===== src/rtl/obstacle_field_controller.sv =====
// Game controller for one player square and N_OBS falling obstacles.
// It handles collision, scoring, lives and an IDLE/PLAY/HIT/OVER flow, and rgb is decoded per pixel.
module obstacle_field_controller #(
  parameter int N_OBS        = 4,
  parameter int BLK_HALF     = 15,
  parameter int OBS_HALF_W   = 40,
  parameter int OBS_HALF_H   = 10,
  parameter int STEP         = 2,
  parameter int OBS_STEP     = 2,
  parameter int MAX_OBS_STEP = 6,
  parameter int LIVES        = 3,
  parameter int WRAP_EN      = 0,
  parameter int H_MIN        = 144,
  parameter int H_MAX        = 783,
  parameter int V_MIN        = 35,
  parameter int V_MAX        = 515
) (
  input  logic        clk,
  input  logic        rst,
  input  logic        bright,
  input  logic        up,
  input  logic        down,
  input  logic        left,
  input  logic        right,
  input  logic        start,
  input  logic [9:0]  hCount,
  input  logic [9:0]  vCount,
  output logic [11:0] rgb,
  output logic [11:0] background,
  output logic [15:0] score,
  output logic [2:0]  lives,
  output logic [1:0]  state
);
  typedef enum logic [1:0] {IDLE = 2'd0, PLAY = 2'd1, HIT = 2'd2, OVER = 2'd3} state_t;

  localparam logic signed [10:0] PX_MIN  = 11'(H_MIN + BLK_HALF);
  localparam logic signed [10:0] PX_MAX  = 11'(H_MAX - BLK_HALF);
  localparam logic signed [10:0] PY_MIN  = 11'(V_MIN + BLK_HALF);
  localparam logic signed [10:0] PY_MAX  = 11'(V_MAX - BLK_HALF);
  localparam logic signed [10:0] PX_INIT = 11'd463;
  localparam logic signed [10:0] PY_INIT = 11'd450;
  localparam logic signed [10:0] YMIN_S  = 11'(V_MIN);
  localparam logic signed [10:0] YMAX_S  = 11'(V_MAX);
  localparam logic signed [10:0] STEP_S  = 11'(STEP);
  localparam logic signed [10:0] BLK_S   = 11'(BLK_HALF);
  localparam logic signed [10:0] OHW_S   = 11'(OBS_HALF_W);
  localparam logic signed [10:0] OHH_S   = 11'(OBS_HALF_H);
  localparam logic signed [10:0] COL_W   = 11'(BLK_HALF + OBS_HALF_W);
  localparam logic signed [10:0] COL_H   = 11'(BLK_HALF + OBS_HALF_H);
  localparam logic signed [10:0] SPD_CAP = 11'(MAX_OBS_STEP);
  localparam logic [16:0]        SPD_MAX = 17'(MAX_OBS_STEP);

  function automatic logic signed [10:0] abs11(input logic signed [10:0] a);
    return (a < 0) ? -a : a;
  endfunction

  state_t                   state_reg, state_next;
  logic signed [10:0]       px_reg, px_next, py_reg, py_next;
  logic [N_OBS-1:0][10:0]   oy_reg, oy_next, oy_init;
  logic [15:0]              score_reg, score_next;
  logic [2:0]               lives_reg, lives_next;
  logic [11:0]              bg_reg, bg_next;
  logic [4:0]               hit_cnt_reg, hit_cnt_next;
  logic [N_OBS-1:0]         wrap_vec, hit_vec, pix_vec;
  logic [16:0]              spd_raw, score_sum;
  logic signed [10:0]       spd, h_s, v_s, px_inc, px_dec, py_inc, py_dec;
  logic                     collide, obs_move, pos_reload, player_pix;

  assign h_s     = $signed({1'b0, hCount});
  assign v_s     = $signed({1'b0, vCount});
  assign px_inc  = px_reg + STEP_S;
  assign px_dec  = px_reg - STEP_S;
  assign py_inc  = py_reg + STEP_S;
  assign py_dec  = py_reg - STEP_S;
  // Fall speed rises by one every 8 points, capped.
  assign spd_raw = 17'(OBS_STEP) + {4'd0, score_reg[15:3]};
  assign spd     = (spd_raw > SPD_MAX) ? SPD_CAP : $signed(spd_raw[10:0]);
  assign collide = |hit_vec;

  genvar gi;
  for (gi = 0; gi < N_OBS; gi++) begin : g_obs
    localparam logic signed [10:0] OX  = 11'(H_MIN + ((2 * gi + 1) * (H_MAX - H_MIN + 1)) / (2 * N_OBS));
    localparam logic signed [10:0] OY0 = 11'(V_MIN + gi * ((V_MAX - V_MIN) / N_OBS));
    logic signed [10:0] oy, oy_sum;
    assign oy           = $signed(oy_reg[gi]);
    assign oy_sum       = oy + spd;
    assign oy_init[gi]  = OY0;
    assign wrap_vec[gi] = oy_sum > YMAX_S;
    assign hit_vec[gi]  = (abs11(px_reg - OX) <= COL_W) && (abs11(py_reg - oy) <= COL_H);
    assign pix_vec[gi]  = (abs11(h_s - OX) <= OHW_S) && (abs11(v_s - oy) <= OHH_S);
    assign oy_next[gi]  = pos_reload ? OY0 : (obs_move ? (wrap_vec[gi] ? YMIN_S : oy_sum) : oy);
  end

  always_comb begin
    score_sum = {1'b0, score_reg};
    for (int i = 0; i < N_OBS; i++) score_sum = score_sum + 17'(wrap_vec[i]);
  end

  always_ff @(posedge clk) begin : state_register
    if (rst) begin
      state_reg   <= IDLE;
      px_reg      <= PX_INIT;
      py_reg      <= PY_INIT;
      oy_reg      <= oy_init;
      score_reg   <= 16'd0;
      lives_reg   <= 3'(LIVES);
      bg_reg      <= 12'hFFF;
      hit_cnt_reg <= 5'd0;
    end else begin
      state_reg   <= state_next;
      px_reg      <= px_next;
      py_reg      <= py_next;
      oy_reg      <= oy_next;
      score_reg   <= score_next;
      lives_reg   <= lives_next;
      bg_reg      <= bg_next;
      hit_cnt_reg <= hit_cnt_next;
    end
  end

  always_comb begin : next_state_logic
    state_next = state_reg;
    unique case (state_reg)
      IDLE:    if (start) state_next = PLAY;
      PLAY:    if (collide) state_next = HIT;
      HIT:     if (hit_cnt_reg == 5'd0) state_next = (lives_reg == 3'd0) ? OVER : PLAY;
      OVER:    if (start) state_next = IDLE;
      default: state_next = IDLE;
    endcase
  end

  always_comb begin : datapath_next
    px_next      = px_reg;
    py_next      = py_reg;
    score_next   = score_reg;
    lives_next   = lives_reg;
    bg_next      = bg_reg;
    hit_cnt_next = hit_cnt_reg;
    obs_move     = 1'b0;
    pos_reload   = 1'b0;
    unique case (state_reg)
      PLAY: begin
        if (collide) begin
          lives_next   = lives_reg - 3'd1;
          bg_next      = 12'hF80;
          hit_cnt_next = 5'd31;
        end else begin
          obs_move   = 1'b1;
          score_next = (score_sum > 17'h0FFFF) ? 16'hFFFF : score_sum[15:0];
          if (right) begin
            px_next = (px_inc > PX_MAX) ? ((WRAP_EN != 0) ? PX_MIN : PX_MAX) : px_inc;
            bg_next = 12'hFF0;
          end else if (left) begin
            px_next = (px_dec < PX_MIN) ? ((WRAP_EN != 0) ? PX_MAX : PX_MIN) : px_dec;
            bg_next = 12'h0FF;
          end else if (up) begin
            py_next = (py_dec < PY_MIN) ? ((WRAP_EN != 0) ? PY_MAX : PY_MIN) : py_dec;
            bg_next = 12'h00F;
          end else if (down) begin
            py_next = (py_inc > PY_MAX) ? ((WRAP_EN != 0) ? PY_MIN : PY_MAX) : py_inc;
            bg_next = 12'h0F0;
          end
        end
      end
      HIT: begin
        if (hit_cnt_reg != 5'd0) begin
          hit_cnt_next = hit_cnt_reg - 5'd1;
        end else if (lives_reg != 3'd0) begin
          pos_reload = 1'b1;
          px_next    = PX_INIT;
          py_next    = PY_INIT;
        end else begin
          bg_next = 12'h444;
        end
      end
      OVER: begin
        // Restart from OVER lands in the same state a reset produces.
        if (start) begin
          pos_reload   = 1'b1;
          px_next      = PX_INIT;
          py_next      = PY_INIT;
          score_next   = 16'd0;
          lives_next   = 3'(LIVES);
          bg_next      = 12'hFFF;
          hit_cnt_next = 5'd0;
        end
      end
      default: ;
    endcase
  end

  assign player_pix = (abs11(h_s - px_reg) <= BLK_S) && (abs11(v_s - py_reg) <= BLK_S);

  always_comb begin : pixel_output
    if (!bright)         rgb = 12'h000;
    else if (player_pix) rgb = 12'hF00;
    else if (|pix_vec)   rgb = 12'hF0F;
    else                 rgb = bg_reg;
  end

  assign background = bg_reg;
  assign score      = score_reg;
  assign lives      = lives_reg;
  assign state      = state_reg;
endmodule


===== config.mk =====
export PLATFORM = sky130hd
export DESIGN_NAME = obstacle_field_controller
export DESIGN_NICKNAME = d
export VERILOG_FILES = /design/src/rtl/obstacle_field_controller.sv
export SDC_FILE = /design/constraint.sdc
export NUM_CORES = 1
export LEC_CHECK = 0
export ABC_AREA = 1
export CORE_MARGIN = 8
export CORE_UTILIZATION = 50
export DETAILED_ROUTE_END_ITERATION = 10
export PLACE_DENSITY = 0.71
export SYNTH_ARGS = -nofsm -noshare
export SYNTH_HDL_FRONTEND = slang
export SYNTH_SLANG_ARGS = --single-unit
export TNS_END_PERCENT = 10

===== constraint.sdc =====
create_clock -name clk -period 6.1 [get_ports clk]
set_input_delay 1.525 -clock clk [delete_from_list [all_inputs] [get_ports clk]]
set_output_delay 1.525 -clock clk [all_outputs]
set_load 0.02 [all_outputs]

==> impl_metrics.json, run 1 <==
{
  "synth_edf_count": 0,
  "post-route-util_pct": 66.9,
  "ir_drop_mv": 0.306,
  "numPortBuffers": 72,
  "synth_top_area_share_pct": 16.9,
  "reg2reg_slack_ns": -0.12,
  "setup.worst_path.end_class": "register",
  "cp.arrival_ns": 6.52,
  "htreeDepth": 3,
  "critPathLaunchType": "register",
  "grt_max_degree": 65,
  "highest_layer": "met4",
  "r2r_start": "score[5]",
  "finalCriticalPeriod_ns": 6.22,
  "largest_reg_flops": 44,
  "clockBufferDepth": 2,
  "seqPwrFrac_pct": 9.2,
  "drive_gt1_share_pct": 20.2,
  "powerDensity_nw_per_um2": 569,
  "synth_seq_cells": 98,
  "slowest_delay_ns": 0.48,
  "start_util_pct": 50.6,
  "ys_warn_count": 0,
  "sw_frac_of_total_pct": 55.1,
  "finalSetupTns_ns": -1.54,
  "hold_ws_ns": 0.476,
  "drtIter0Drc": 1220,
  "finalPower_mw": 12.3,
  "path_clk_slew_ns": 0.08,
  "crit_type": "reg -> reg",
  "worst_r2r_endpoint": "score[4]",
  "nNetsFinal": 3422,
  "power.share.clock_pct": 5.0,
  "synthXorXnorAreaFrac_pct": 9.74,
  "cp.required_ns": 6.40,
  "p_leak_nw": 11.3,
  "outcome": "finished, violations left",
  "rows": 66,
  "fin_skew_ns": 0.0108,
  "ys_seq_area_share_pct": 12.0,
  "pin_count": 73,
  "max_freq_ghz": 0.161,
  "post-place-cells": 3583,
  "grt.overflow.total": 0,
  "cts_tree": "done",
  "numCtsBuffers": 9,
  "die_area_um2": 38800,
  "rr_worst_depth": 38,
  "ys_async_sr_fraction_pct": 0,
  "finalCritPeriodShare_pct": 102,
  "post-route-drc-count": 0,
  "synthMuxAreaShare_pct": 0,
  "gp_congestion": 0.928,
  "clkLatencyLatePin_ns": 0.37,
  "vias": 19412,
  "crit_fanout": 7,
  "syn_inst": 2754,
  "rsz0062_at_grt": "true",
  "met3_length_mm": 2.93,
  "n_antenna_cell": 0,
  "core_um2": 32400,
  "hold_path.class": "reg -> reg",
  "synth-simple-area-share_pct": 36.6,
  "netlist_top_cells_count": "nand2_1 (738), inv_1 (413), nand3_1 (262)",
  "failed_checks": "negative setup slack",
  "vias_per_cell": 5.32,
  "die_h_um": 197,
  "finalHoldViolCount": 0,
  "syn_avg_cell_area_um2": 5.94,
  "synth_top_family_by_area": "simple AND/OR/NAND/NOR gates",
  "first_global_vias": 18884,
  "area_growth_syn_to_layout_pct": 32.3,
  "finalSetupViolCount": 24,
  "holdCritStartpoint": "hit_cnt_reg[4]",
  "finalMaxSlewViolations": 0,
  "die_x_um": 197,
  "worst_pin_slew_ns": 1.10,
  "synthTopCellsByArea": "nand2_1 (17%), ha_1 (14%), dfxtp_1 (12%), inv_1 (9.5%), nand3_1 (8.0%)",
  "synth_fa_ha_area_share_pct": 15.7,
  "wl_met1_mm": 23.5,
  "avgRoutedWirePerCell_um": 15.0,
  "wl_met2_mm": 25.8,
  "clkSinkCount": 98,
  "synth_compound_area_share_pct": 14.1,
  "power_frac_comb_pct": 85.8,
  "synth_most_common_cell": "nand2_1",
  "synthFlopType": "dfxtp_1",
  "grt_first_pass_wirelength_mm": 89.3,
  "min_to": "hit_cnt_reg[4]",
  "ys_types": 63,
  "antenna_left": 0,
  "intPower_mw": 5.54,
  "slew_headroom_pct": 26.8,
  "hold_depth": 2,
  "p_switching_mw": 6.79,
  "first_pass_iters": 5,
  "totalWireLength_mm": 54.5,
  "gr-usage-all-layers_pct": 27.5,
  "antenna_found_initial": 0,
  "setup_ws_ns": -0.120,
  "yosysTopAreaCell": "nand2_1",
  "syn-cell-area_um2": 16400,
  "cts-root-buf": "clkbuf_16",
  "maxCapViolCount": 0,
  "slowest_stage": "fa_1",
  "hold_buffers": 0,
  "dp_hpwl_mm": 41.4,
  "final_cells": 3646
}
## cell usage in the layout, fill, tap and decap left out, types with 94 or more instances in the layout
| master | n |
|---|---|
| nor2_1 | 218 |
| buf_4 | 395 |
| dfxtp_1 | 94 |
| ha_1 | 154 |
| nand3_1 | 254 |
| nand2_1 | 713 |
| inv_1 | 398 |
| xor2_1 | 138 |
| o21ai_0 | 101 |
| a21oi_1 | 138 |
## stage by stage
| stage | setup slack (ns) | instance area [um2] |
|---|---|---|
| 2_1_floorplan | 0.00988 | 16500 |
| 3_3_place_gp | -1.17 | 20200 |
| 3_5_place_dp | -1.24 | 20200 |
| 4_1_cts | -0.117 | 21500 |
| 5_1_grt | -0.464 | 21700 |
| 6_report | -0.120 | 21700 |
## critical path: cells and delay by family (launching register included)
family / cells / cell delay (ns)
buffers and inverters: 11 / 0.95
adder cells (fa/ha/maj): 6 / 1.79
flip-flops: 1 / 0.39
AND/OR/NAND/NOR: 13 / 1.58
AO/OA/AOI/OAI: 6 / 1.12
XOR/XNOR: 2 / 0.32
## kinds of logic (layout without fill, tap and decap cells)
family / after synthesis / count (layout)
flops: 98 / 98
compound gates: 391 / 391
simple gates: 1400 / 1400
fa+ha+maj: 195 / 195
buf+inv: 486 / 921
xor+xnor: 182 / 182
other cells: 2 / 17
## layer usage
metal	vias up	track usage, %
li1	9809	-
met1	8894	33.2
met2	582	48.2
met3	127	3.46
met4	0	12.8
met5	-	0
## cell type report
cell class | count | area (um2)
clock buffers | 11 | 233
well taps | 442 | 553
multi-input cells | 2185 | 13400
clock inverters | 5 | 61.3
inverters | 419 | 1580
repair buffers | 486 | 3910
fillers | 2868 | 10700
flip-flops and latches | 98 | 1970
## power by group through the flow
| stage | clock, mW | sequential [mW] | combinational (mW) |
|---|---|---|---|
| floorplan | 0 | 1.10 | 6.91 |
| global placement | 0 | 1.13 | 9.44 |
| detailed placement | 0 | 1.13 | 9.75 |
| CTS | 0.620 | 1.13 | 10.3 |
| global route | 0.643 | 1.17 | 11.8 |
| finish | 0.613 | 1.14 | 10.6 |
## worst max path at each step
| stage | from | end | slack, ns | depth (start not counted) |
|---|---|---|---|---|
| detailed placement | vCount[0] | rgb[3] | -1.24 | 22 |
| global route | score[4] | score[14] | -0.46 | 38 |
| floorplan | score[5] | score[13] | 0.01 | 36 |
| CTS | score[4] | score[4] | -0.12 | 39 |
| global placement | vCount[0] | rgb[0] | -1.17 | 22 |
| finish | score[5] | score[4] | -0.12 | 38 |
## repair_timing
action,4_1_cts,5_1_grt
setup endpoints to repair,28,28
gates resized for setup,242,39
setup buffers,40,5
gates cloned,3,0
pin swaps,94,14
Note: power is estimated with default switching activity, not from simulation.
==> inputs of run 2 (changes only) <==
- REMOVE_ABC_BUFFERS: default -> 1
==> run 2 against run 1 <==
Against the previous run:
- the run still ends with negative setup slack left
- first-iteration DRC count decreased by 4.2%
- utilization increased by 0.14 points
- wire length decreased by 1.6%
- die area unchanged
- clock skew increased by 0.0029 ns
- global-route usage decreased by 0.75 points
- sequential cell count unchanged
==> impl_metrics.json, run 2 (synthesized netlist as in run 1, its figures left out) <==
{
  "outcome": "finished, violations left",
  "failed_checks": "negative setup slack",
  "die_x_um": 197,
  "layout_commonest_cell": "nand2_1",
  "final_cells": 3637,
  "sw_frac_of_total_pct": 54.9,
  "hold_depth": 2,
  "critPathLaunchType": "primary input",
  "finalHoldViolCount": 0,
  "path_cells": "clkdlybuf4s15_2 -> buf_4 -> ha_4 -> a21oi_2 -> nand2_1 -> xor2_1 -> buf_4 -> nand4_1 -> nor2_2 -> nand4_1 -> nand3_1 -> nand4_1 -> o21ai_1 -> nand2_1 -> nand2_2 -> nor2_4 -> buf_12 -> buf_6 -> a21oi_4 -> buf_6",
  "cp.required_ns": 4.58,
  "finalCriticalPeriod_ns": 6.13,
  "dp_slack_ns": -1.14,
  "setup.worst_path.end_class": "primary output",
  "area_growth_syn_to_layout_pct": 32.6,
  "cp_common_cell": "nand4_1",
  "die_h_um": 197,
  "finalMaxSlewViolations": 0,
  "final_cell_mix": "nand2_1 (712), inv_1 (400), buf_4 (386)",
  "rows": 66,
  "power.share.clock_pct": 5.0,
  "clkSinkCount": 98,
  "antenna_found_initial": 0,
  "antenna_left": 0,
  "max_freq_ghz": 0.163,
  "cts_tree": "done",
  "numPortBuffers": 72,
  "setup_ws_ns": -0.0275,
  "nNetsFinal": 3413,
  "n_antenna_cell": 0,
  "grt.overflow.total": 0,
  "post-route-drc-count": 0,
  "slew_headroom_pct": 24.7,
  "p_switching_mw": 6.73,
  "power_frac_comb_pct": 85.9,
  "pin_count": 73,
  "rsz0062_at_grt": "true",
  "finalSetupTns_ns": -0.142,
  "totalWireLength_mm": 53.6,
  "hold_path.class": "reg -> reg",
  "ir_drop_mv": 0.650,
  "htreeDepth": 3,
  "drtIter0Drc": 1169,
  "powerDensity_nw_per_um2": 564,
  "crit_cells": 20,
  "core_um2": 32400,
  "cpLargestDelayFamily": "simple AND/OR/NAND/NOR gates",
  "dp_hpwl_mm": 40.6,
  "vias_per_cell": 5.31,
  "grt_max_degree": 65,
  "worst_pin_slew_ns": 1.13,
  "crit_fanout": 5,
  "slowest_delay_ns": 0.25,
  "top_usage_layer": "met2",
  "stdcell_area_um2": 21700,
  "seqPwrFrac_pct": 9.1,
  "rr_worst_depth": 38,
  "gp_congestion": 0.942,
  "met1_usage_pct": 32.7,
  "clkLatencyLatePin_ns": 0.38,
  "largest_reg_flops": 44,
  "finalSetupViolCount": 7,
  "finalCritPeriodShare_pct": 100,
  "die_area_um2": 38800,
  "cp.arrival_ns": 4.60,
  "path_clk_slew_ns": 0.07,
  "first_pass_iters": 5,
  "crit_type": "in -> out",
  "numCtsBuffers": 9,
  "grt_first_pass_wirelength_mm": 87.3,
  "clockBufferDepth": 2,
  "gr-usage-all-layers_pct": 26.8,
  "start_util_pct": 50.6,
  "post-place-cells": 3574,
  "slowest_stage": "clkdlybuf4s15_2",
  "finalPower_mw": 12.2,
  "global_route.usage.met2_pct": 47.6,
  "maxCapViolCount": 0,
  "drive_gt1_share_pct": 20.4,
  "intPower_mw": 5.52,
  "p_leak_nw": 11.3,
  "fin_skew_ns": 0.0137,
  "avgRoutedWirePerCell_um": 14.7,
  "dpl_cell_area_um2": 20000,
  "first_global_vias": 18731,
  "use_met3_pct": 3.46,
  "crit_buf_inv": 6,
  "cts-root-buf": "clkbuf_16",
  "vias": 19317
}
run 2: cell types whose count changed in the layout (fill, tap and decap cells not counted), sizes merged:
| cell | previous run | this run |
|---|---|---|
| dlygate4sd2 | 9 | 6 |
| clkinv | 6 | 8 |
| dlymetal6s2s | 0 | 1 |
| clkdlybuf4s50 | 50 | 49 |
| clkbuf | 11 | 9 |
| clkdlybuf4s15 | 0 | 1 |
| buf | 427 | 419 |
| bufbuf | 0 | 1 |
run 2: worst paths after layout:
| path | start | end | slack, ns |
|---|---|---|---|
| worst min-delay path | hit_cnt_reg[4] | hit_cnt_reg[4] | 0.48 |
| worst max-delay path | vCount[2] | rgb[0] | -0.03 |
| worst max register to register | score[4] | score[3] | 0.06 |
| worst min register to register | hit_cnt_reg[4] | hit_cnt_reg[4] | 0.48 |
run 2: cell type report:
cell class                      count  area (um2)
Multi-Input combinational cell   2185       13400
Fill cell                        2828       10700
Timing Repair Buffer              477        3860
Sequential cell                    98        1970
Inverter                          419        1580
Tap cell                          442         553
Clock buffer                        9         225
Clock inverter                      7        75.1
run 2: stage by stage:
step | hold WS (ns) | util (%)
final | 0.476 | 67.1
after global routing | 0.511 | 67.1
after CTS | 0.482 | 65.8
after detailed placement | 0.470 | 61.9
after global placement | 0.460 | 61.9
after floorplan | 0.443 | -
run 2: per-layer routing:
layer	share of wire (%)	wire (um)
met3	5.2	2820
met4	2.8	1510
met5	0	0
met1	43	23200
met2	49	26100
run 2: timing repair:
action | in CTS | in global routing
pin swaps | 96 | 75
hold buffers | 0 | 0
endpoints found under the hold margin | 0 | 0
gates resized for setup | 249 | 82
gates cloned | 3 | 0
setup buffers | 31 | 14
endpoints found under the setup margin | 28 | 28
run 2: worst register-to-register path: cells and delay by family, from the launching register on:
kind / cells / cell delay (ns)
AND/OR/NAND/NOR: 14 / 1.56
buffers and inverters: 9 / 0.67
XOR/XNOR: 2 / 0.46
adder cells (fa/ha/maj): 6 / 1.71
flip-flops: 1 / 0.37
AO/OA/AOI/OAI: 7 / 1.23
run 2: power by group through the flow:
stage	Sequential [mW]	Clock, mW	Combinational [mW]
floorplan	1.16	0	6.57
global placement	1.11	0	9.38
detailed placement	1.12	0	9.67
CTS	1.11	0.620	10.2
global route	1.15	0.644	11.8
finish	1.12	0.612	10.5
